===== src/rtl/seven_seg_scan_ctrl_pkg.sv =====
// Shared types and constants for the seven-segment scan controller and its
// hex decoder: FSM state encoding, "all dark" values and the segment table.
package seg7_pkg;

  typedef enum logic [1:0] {
    IDLE = 2'd0,
    SHOW = 2'd1,
    GAP  = 2'd2
  } scan_state_t;

  // Active-low values that leave the display completely dark
  localparam logic [6:0] SEG_OFF   = 7'h7F;
  localparam logic [3:0] ANODE_OFF = 4'hF;

  // Active-low {g,f,e,d,c,b,a} patterns, entry i = hex digit i (F listed first)
  localparam logic [15:0][6:0] HEX_SEG_TABLE = {
    7'h0E, 7'h06, 7'h21, 7'h46,   // F E d C
    7'h03, 7'h08, 7'h10, 7'h00,   // b A 9 8
    7'h78, 7'h02, 7'h12, 7'h19,   // 7 6 5 4
    7'h30, 7'h24, 7'h79, 7'h40    // 3 2 1 0
  };

endpackage


===== src/rtl/seven_seg_scan_ctrl_hex_to_7seg.sv =====
// Purely combinational hex nibble to active-low seven-segment decoder.
// Kept standalone so the single-digit static decoder can reuse it.
module hex_to_7seg
  import seg7_pkg::*;
(
  input  logic [3:0] nibble,
  output logic [6:0] seg
);

  assign seg = HEX_SEG_TABLE[nibble];

endmodule


===== src/rtl/seven_seg_scan_ctrl.sv =====
// Four-digit time-multiplexed scan controller for a common-anode display.
// Each digit is lit for REFRESH_DIV cycles, followed by BLANK_CYC all-dark
// cycles. The digit values are frozen in a shadow register at frame start so
// a frame never shows a mix of old and new switch settings. Every output is
// registered from the next-state values, so it changes on the same edge as
// the state.
module seven_seg_scan_ctrl
  import seg7_pkg::*;
#(
  parameter int REFRESH_DIV = 100000,
  parameter int BLANK_CYC   = 16,
  parameter int CNT_W       = 17
) (
  input  logic        clk,
  input  logic        rst,
  input  logic        enable,
  input  logic [15:0] digits,
  input  logic [3:0]  blank_mask,
  input  logic [3:0]  dp_mask,
  output logic [3:0]  anode,
  output logic [6:0]  seg,
  output logic        dp,
  output logic [1:0]  digit_idx,
  output logic        frame_tick
);

  // Terminal counts; the gap terminal is unused when there is no dead-time
  localparam logic [CNT_W-1:0] REFRESH_LAST = CNT_W'(REFRESH_DIV - 1);
  localparam logic [CNT_W-1:0] BLANK_LAST   =
    (BLANK_CYC > 0) ? CNT_W'(BLANK_CYC - 1) : '0;

  scan_state_t      state, state_nx;
  logic [CNT_W-1:0] cnt, cnt_nx;
  logic [1:0]       idx, idx_nx;
  logic [15:0]      shadow, shadow_nx;
  logic             tick_nx;
  logic [3:0]       anode_nx;
  logic             dp_nx;
  logic [6:0]       seg_nx;
  logic [3:0]       nibble_nx;
  logic [6:0]       seg_dec;

  hex_to_7seg u_hex_to_7seg (
    .nibble (nibble_nx),
    .seg    (seg_dec)
  );

  // Next-state logic: slot timing, digit advance and frame-start shadow load
  always_comb begin
    state_nx  = state;
    cnt_nx    = cnt + CNT_W'(1);
    idx_nx    = idx;
    shadow_nx = shadow;
    tick_nx   = 1'b0;
    case (state)
      IDLE: begin
        cnt_nx = '0;
        idx_nx = 2'd0;
        if (enable) begin
          state_nx  = SHOW;
          shadow_nx = digits;
        end else begin
          state_nx  = IDLE;
        end
      end
      SHOW: begin
        if (!enable) begin
          state_nx = IDLE;
          cnt_nx   = '0;
          idx_nx   = 2'd0;
        end else if (cnt == REFRESH_LAST) begin
          cnt_nx = '0;
          if (BLANK_CYC > 0) begin
            state_nx = GAP;
          end else begin
            state_nx = SHOW;
            idx_nx   = idx + 2'd1;
            if (idx == 2'd3) begin
              tick_nx   = 1'b1;
              shadow_nx = digits;
            end else begin
              tick_nx   = 1'b0;
            end
          end
        end else begin
          state_nx = SHOW;
        end
      end
      GAP: begin
        if (!enable) begin
          state_nx = IDLE;
          cnt_nx   = '0;
          idx_nx   = 2'd0;
        end else if (cnt == BLANK_LAST) begin
          state_nx = SHOW;
          cnt_nx   = '0;
          idx_nx   = idx + 2'd1;
          if (idx == 2'd3) begin
            tick_nx   = 1'b1;
            shadow_nx = digits;
          end else begin
            tick_nx   = 1'b0;
          end
        end else begin
          state_nx = GAP;
        end
      end
      default: begin
        state_nx = IDLE;
        cnt_nx   = '0;
        idx_nx   = 2'd0;
      end
    endcase
  end

  // Output decode from the next state; masks are sampled live, not shadowed
  always_comb begin
    anode_nx  = ANODE_OFF;
    dp_nx     = 1'b1;
    seg_nx    = SEG_OFF;
    nibble_nx = shadow_nx[{idx_nx, 2'b00} +: 4];
    if (state_nx == SHOW) begin
      seg_nx = seg_dec;
      dp_nx  = ~dp_mask[idx_nx];
      if (blank_mask[idx_nx]) begin
        anode_nx = ANODE_OFF;
      end else begin
        anode_nx = ~(4'b0001 << idx_nx);
      end
    end else begin
      seg_nx = SEG_OFF;
    end
  end

  // State, counter, shadow and registered display outputs
  always_ff @(posedge clk) begin
    if (rst) begin
      state      <= IDLE;
      cnt        <= '0;
      idx        <= 2'd0;
      shadow     <= 16'h0000;
      anode      <= ANODE_OFF;
      seg        <= SEG_OFF;
      dp         <= 1'b1;
      frame_tick <= 1'b0;
    end else begin
      state      <= state_nx;
      cnt        <= cnt_nx;
      idx        <= idx_nx;
      shadow     <= shadow_nx;
      anode      <= anode_nx;
      seg        <= seg_nx;
      dp         <= dp_nx;
      frame_tick <= tick_nx;
    end
  end

  assign digit_idx = idx;

endmodule


===== config.mk =====
export PLATFORM = sky130hd
export DESIGN_NAME = seven_seg_scan_ctrl
export DESIGN_NICKNAME = d
export VERILOG_FILES = /design/src/rtl/seven_seg_scan_ctrl_pkg.sv /design/src/rtl/seven_seg_scan_ctrl_hex_to_7seg.sv /design/src/rtl/seven_seg_scan_ctrl.sv
export SDC_FILE = /design/constraint.sdc
export NUM_CORES = 1
export LEC_CHECK = 0
export CAP_MARGIN = 20
export CORE_UTILIZATION = 30
export CTS_CLUSTER_DIAMETER = 200
export DETAILED_ROUTE_END_ITERATION = 10
export GPL_ROUTABILITY_DRIVEN = 0
export PLACE_DENSITY = 0.61
export SLEW_MARGIN = 20
export SYNTH_ARGS = -nofsm -noshare
export SYNTH_HDL_FRONTEND = slang
export SYNTH_SLANG_ARGS = --single-unit

===== constraint.sdc =====
create_clock -name clk -period 5.4 [get_ports clk]
set_clock_uncertainty 0.1 [all_clocks]
set_input_delay 1.08 -clock clk [delete_from_list [all_inputs] [get_ports clk]]
set_output_delay 1.08 -clock clk [all_outputs]
set_load 0.05 [all_outputs]

* After elaboration in Yosys (flattened, before gate mapping) *
Memory sizes are Yosys's and may differ from the RTL's. A register that Yosys moved wholly into a read port is not among the register bits.
Index checks and enable logic that the tools add are counted.
W data, S select, Z words.

operators by class
  eq/ne operators = 6
  bitwise logic cells = 6
  shifts and indexed selects = 2
  $lt $le $gt $ge = 1
  multiplexer cells = 25
  $add $sub $neg = 2
  reductions and logical operators = 4

operators with widths
  operator                 number
  $mux W17                 4
  $mux W16                 4
  $pmux W17 S2             1
  $pmux W16 S2             1
  $add A17 B1 Y17 const B  1
  $eq A17 B17 Y1 const B   1
  $eq A17 B4 Y1 const B    1
  $shiftx A16 B5 Y4        1
  $mux W2                  7
  $pmux W2 S3              1
  $not A1 Y1               5
  $bmux W1 S2              2
  $eq A2 B1 Y1 const B     2
  $eq A2 B2 Y1 const B     2
  $mux W1                  4
  $not A4 Y4               1
  $pmux W2 S2              1
  $reduce_or A4 Y1         1
  $shl A1 B2 Y4 const A    1
  $lt A2 B3 Y1 const B     1
  $reduce_or A3 Y1         1
  $add A2 B1 Y2 const B    1
  $logic_not A2 Y1         1
  $reduce_or A2 Y1         1

word-level totals
  memory bits (read-only) = 112
  input port bits = 27
  word-level logic and storage cells = 54
  memories kept = 1
  flip-flop bits (word level) = 43

memory list
  memory            words  bits a word  read ports  clocked after Yosys merged registers in  wr ports  RTL line                               source
  (name not given)  16     7            1           1                                        0         seven_seg_scan_ctrl_hex_to_7seg.sv:10  assign seg = HEX_SEG_TABLE[nibble];

* Longest topological paths before layout *
  word-level depth = 7
  gate-level depth with buffers = 15

* Cells and area by module *
Synthesis repeated with hierarchy kept, for this count alone.

unflattened totals
  cells, all modules = 312
  area, all modules = 2798.9 um2

modules (own cells, without submodules)
  module               cells an instance  instances  area an instance (um2)  seq. area each (um2)
  seven_seg_scan_ctrl  277                1          2551.2                  1001.0
  hex_to_7seg          35                 1          247.7                   0.0

* Least setup slack after synthesis *
No wires, ideal clock.

  kind = input to register
  start = in enable
  end = reg seg[3]
  arrival = 4111 ps
  cell stages on the path = 13
  setup time = 129 ps
  required time = 5171 ps
  slack = 1060 ps
  path through = clkbuf_1 clkbuf_1 clkbuf_1 mux2_2 a22o_1 a311oi_1 o22ai_1 nor3_1 inv_1 ha_1 o21a_1 a2111oi_2 a31oi_1

on the way
  word-level cells in the longest chain between the ends = 5
  elaborated cells on any way between the ends = 14
  those cells by class = 1 x eq/ne; 1 x shift; 10 x mux; 1 x bitwise; 1 x reduce/logical

RTL lines
  what                                                              RTL line                   source
  start: declaration                                                seven_seg_scan_ctrl.sv:16  input logic enable,
  parallel branches: the longest is 5 deep, another holds $mux W16  n/a
  end: declaration                                                  seven_seg_scan_ctrl.sv:21  output logic [6:0] seg,

Several ways; the timed one is not identified.
A chain may end at the register's enable or synchronous reset.

* Worst setup path in the final report *
Ends and elaborated chain as after synthesis.

==> results list <==
* Outcome: finished, final reports clean
- The area growth from synthesis to layout is 20.7%.
* Count of unresolved DRC violations after routing: 0
- Sequential share of power: 49.9%
- Once detail routing completed, the nets flagged for antenna violations numbered 0.
- DR vias/cell: 5.33
* Largest net degree at the start of global routing: 32
* Initial standard-cell utilization of the core: 30.8%
* Combinational group share of total power: 19.2%
* Synth top cells by count: sky130_fd_sc_hd__dfxtp_1, sky130_fd_sc_hd__nor2_1, sky130_fd_sc_hd__nand2_1, sky130_fd_sc_hd__nor3_1, sky130_fd_sc_hd__clkbuf_1
* Distinct cell type count of the synthesized netlist: 61
- 1st-iter DRT viols: 192
- Mapped Avg Cell Area: 8.45 um^2
- Number of cells traversed by the worst hold path: 1
- Input/output buffers: 41
- Setup violations remaining at the end of the flow were counted as 0.
- Slew Limit Headroom: 37.6%
- The design draws 0.000780 W.
- Arrival time of the worst setup path: 4380 ps
- Net total in the final layout: 426
- Dividing the detail-routed wire length by the instance count gives 15.0 um.
- Total grt overflow: 0
* Highest fanout seen on the critical path: 27
- At the later pin of the worst-skew pair, clock insertion delay measures 310 ps.
- Die extent in x: 102 um
* Largest buffer count on any clock path: 2
- The setup path with the least slack is of type input pin to flop.
- I/O Pins: 42
* Crit. path cell count: 12
- Number of max-cap violations: 0
* Sequential fraction of the synthesis area: 33.6%
- Once the clock tree was built, the resizer swapped 0 gates to a different size.
- At the pin with the least slew margin, the transition time is 933 ps.
- Overall global routing resource usage: 15.2%
* Wire length of the first global-routing pass: 12500 um
- After synthesis, the largest area contributor takes up 33.6% of total cell area.
- Hold Vio Cnt, Final: 0
- Dominant cell type by area after synthesis: sky130_fd_sc_hd__dfxtp_1
- Area of the mapped netlist: 2980 um^2
* H-tree depth: 2
- Walking the worst path, the cells encountered are clkdlybuf4s50_1, buf_4, mux2_2, a22o_1, a311oi_1, nor3_1, nor3_1, inv_1, ha_1, o21a_1, a2111oi_2, a31oi_1.
- Endpoint of the worst hold-timing path: cnt[0]
* Maximum operating frequency: 233 MHz
* Std cell rows: 36
- During synthesis, Yosys emitted a total of 0 warnings.
* Total Negative Setup Slacks: 0 ps
- Once detailed placement completed, the half-perimeter wirelength came to 5490 um.
- The worst hold path begins at cnt[0].
- Aggregate routed wire length: 7820 um
- Reported net switching power: 0.000226 W
- Number of diodes added for antenna fixing: 0
* Die Outline Area: 10300 um^2
- Reported leakage power: 1.28 nW
* Via count of the first global-routing pass: 2549
- Number of buffers added for setup after CTS: 0
- The routed design could run at a clock period as short as 4290 ps.
- The worst setup path is captured at a flop.
- CP top delay family: compound AO/OA/AOI/OAI gates
- The slowest stage of the critical path belongs to the cell sky130_fd_sc_hd__nor3_1.
- Worst stage delay on the critical path: 480 ps
- Dividing the final minimum period by the clock period gives 79.5%.
- IR analysis of the VDD net gives a maximum drop of 135 uV.
- Reg2Reg Depth: 11
* R2R Path End: seg[3]
- Clock transition at path regs: 100 ps
- Non-Filler Cell Area, Final: 3600 um^2
* Element type at the critical path start: input pin
* Internal Pwr Total: 0.000554 W
- Slack of the worst reg-to-reg path: 1160 ps
* Area contributors post-synth: sky130_fd_sc_hd__dfxtp_1, sky130_fd_sc_hd__nor2_1, sky130_fd_sc_hd__ha_1, sky130_fd_sc_hd__mux2_2, sky130_fd_sc_hd__nor3_1
- Clock tree synthesis found a total of 50 sinks.
- The min-delay analysis places its worst path in the category flop to flop.
- Among the stages of the critical path, the cell type that occurs most often is sky130_fd_sc_hd__nor3_1.
* Number of detailed-route iterations in the first pass: 5
* Setup repair after global routing missed its margin: false
* Number of antenna violations at the first check in global routing: 0
- The detailed router placed 2777 vias in this run.
* Critical register-to-register path startpoint: cnt[4]
- TritonCTS created 5 clock buffers.
- In this run, synthesis inferred 0 flip-flops with an integrated enable.
- In this run switching power makes up 29.0% of total power.
- In this run the vertical extent of the chip is 102 um.
- Share of total power in the clock network: 30.9%
- In this run the power density over the cells is 217 nW/um^2.
- TritonCTS built the clock tree.
- The tree is rooted in a sky130_fd_sc_hd__clkbuf_8.
* Data required time of the worst path: 5490 ps
* Register bit total from synthesis: 50
- Placed Instance Area: 3500 um^2
* Net count after synthesis: 392
- Commonest register cell after synthesis: sky130_fd_sc_hd__dfxtp_1
* Final-layout worst hold slack: 364 ps
- Together, buffers and inverters on the worst path number 3.
* Number of instances in the synthesized netlist: 353
- The final-report max-slew violation count came to 0.
- Hold repair after CTS inserted 0 buffers.
- For this run, asynchronously set or reset flops after synthesis account for 0%.
- After floorplanning, the core was sized to cover 9680 um^2.
- Fraction of final layout cells sized beyond drive strength 1: 11.3%
## power by group through the flow
stage / Clock [W] / Combinational (W) / Sequential [W]
4_1_cts: 0.000252 / 0.000149 / 0.000389
5_1_grt: 0.000266 / 0.000162 / 0.000391
6_report: 0.000241 / 0.000150 / 0.000389
2_1_floorplan: 0 / 0.0000815 / 0.000415
3_5_place_dp: 0 / 0.000148 / 0.000398
3_3_place_gp: 0 / 0.000147 / 0.000397
## layout make-up
| cell class | instances | area (um^2) |
|---|---|---|
| clock inverters | 2 | 16.3 |
| multi-input cells | 273 | 1840 |
| fillers | 994 | 6080 |
| well taps | 133 | 166 |
| repair buffers | 47 | 455 |
| inverters | 10 | 37.5 |
| clock buffers | 6 | 82.6 |
| flip-flops and latches | 50 | 1000 |
## placed cells by master (no fill, tap or decap), types with 7 or more instances in the layout
| cell | instances |
|---|---|
| sky130_fd_sc_hd__nand3_1 | 10 |
| sky130_fd_sc_hd__a22o_1 | 10 |
| sky130_fd_sc_hd__nor2_1 | 50 |
| sky130_fd_sc_hd__nand2_1 | 31 |
| sky130_fd_sc_hd__ha_1 | 12 |
| sky130_fd_sc_hd__dfxtp_1 | 50 |
| sky130_fd_sc_hd__xnor2_1 | 8 |
| sky130_fd_sc_hd__mux2i_1 | 7 |
| sky130_fd_sc_hd__xor2_1 | 8 |
| sky130_fd_sc_hd__nor3_1 | 24 |
| sky130_fd_sc_hd__clkdlybuf4s50_1 | 41 |
| sky130_fd_sc_hd__a21oi_1 | 7 |
| sky130_fd_sc_hd__mux2_2 | 13 |
| sky130_fd_sc_hd__a311oi_1 | 9 |
| sky130_fd_sc_hd__and2_1 | 7 |
| sky130_fd_sc_hd__inv_1 | 9 |
## stage by stage
step | utilization [%] | std cells | setup slack (ps)
after CTS | 37.2 | 521 | 1170
after detailed placement | 36.2 | 513 | 853
final | 37.2 | 521 | 1110
after global routing | 37.2 | 521 | 784
after floorplan | - | 353 | 1060
after global placement | 36.1 | 513 | 958
## per-layer routing
metal,track usage [%],routed length (um),up-vias,part of all wire (%)
met1,20.5,3560,1305,46
li1,-,-,1363,-
met5,0,0,-,0
met2,24.3,3650,92,47
met3,3.11,447,17,5.7
met4,4.91,153,0,2.0
## registers in the layout (all words and copies together), names as in the netlist
signal,flops
frame_tick,1
anode,4
shadow,16
cnt,17
state,2
dp,1
seg,7
digit_idx,2
## cells by family (layout without fill, tap and decap cells)
family | Yosys count | count (layout) | synth area share [%]
and+or+nand+nor | 153 | 153 | 25.5
AOI/OAI and AO/OA | 72 | 72 | 19.2
DFF | 50 | 50 | 33.6
buffers and inverters | 30 | 65 | 4.82
muxes | 20 | 20 | 7.26
xor gates and xnor gates | 16 | 16 | 4.70
adders and majority gates | 12 | 12 | 5.03
## worst max path at each step
stage | startpoint | to | slack (ps)
CTS | enable | seg[3] | 1170
finish | enable | seg[3] | 1110
floorplan | enable | seg[3] | 1060
global route | enable | seg[3] | 780
global placement | enable | seg[3] | 960
detailed placement | enable | seg[3] | 850
No activity file was read; power rests on OpenSTA's default activity.
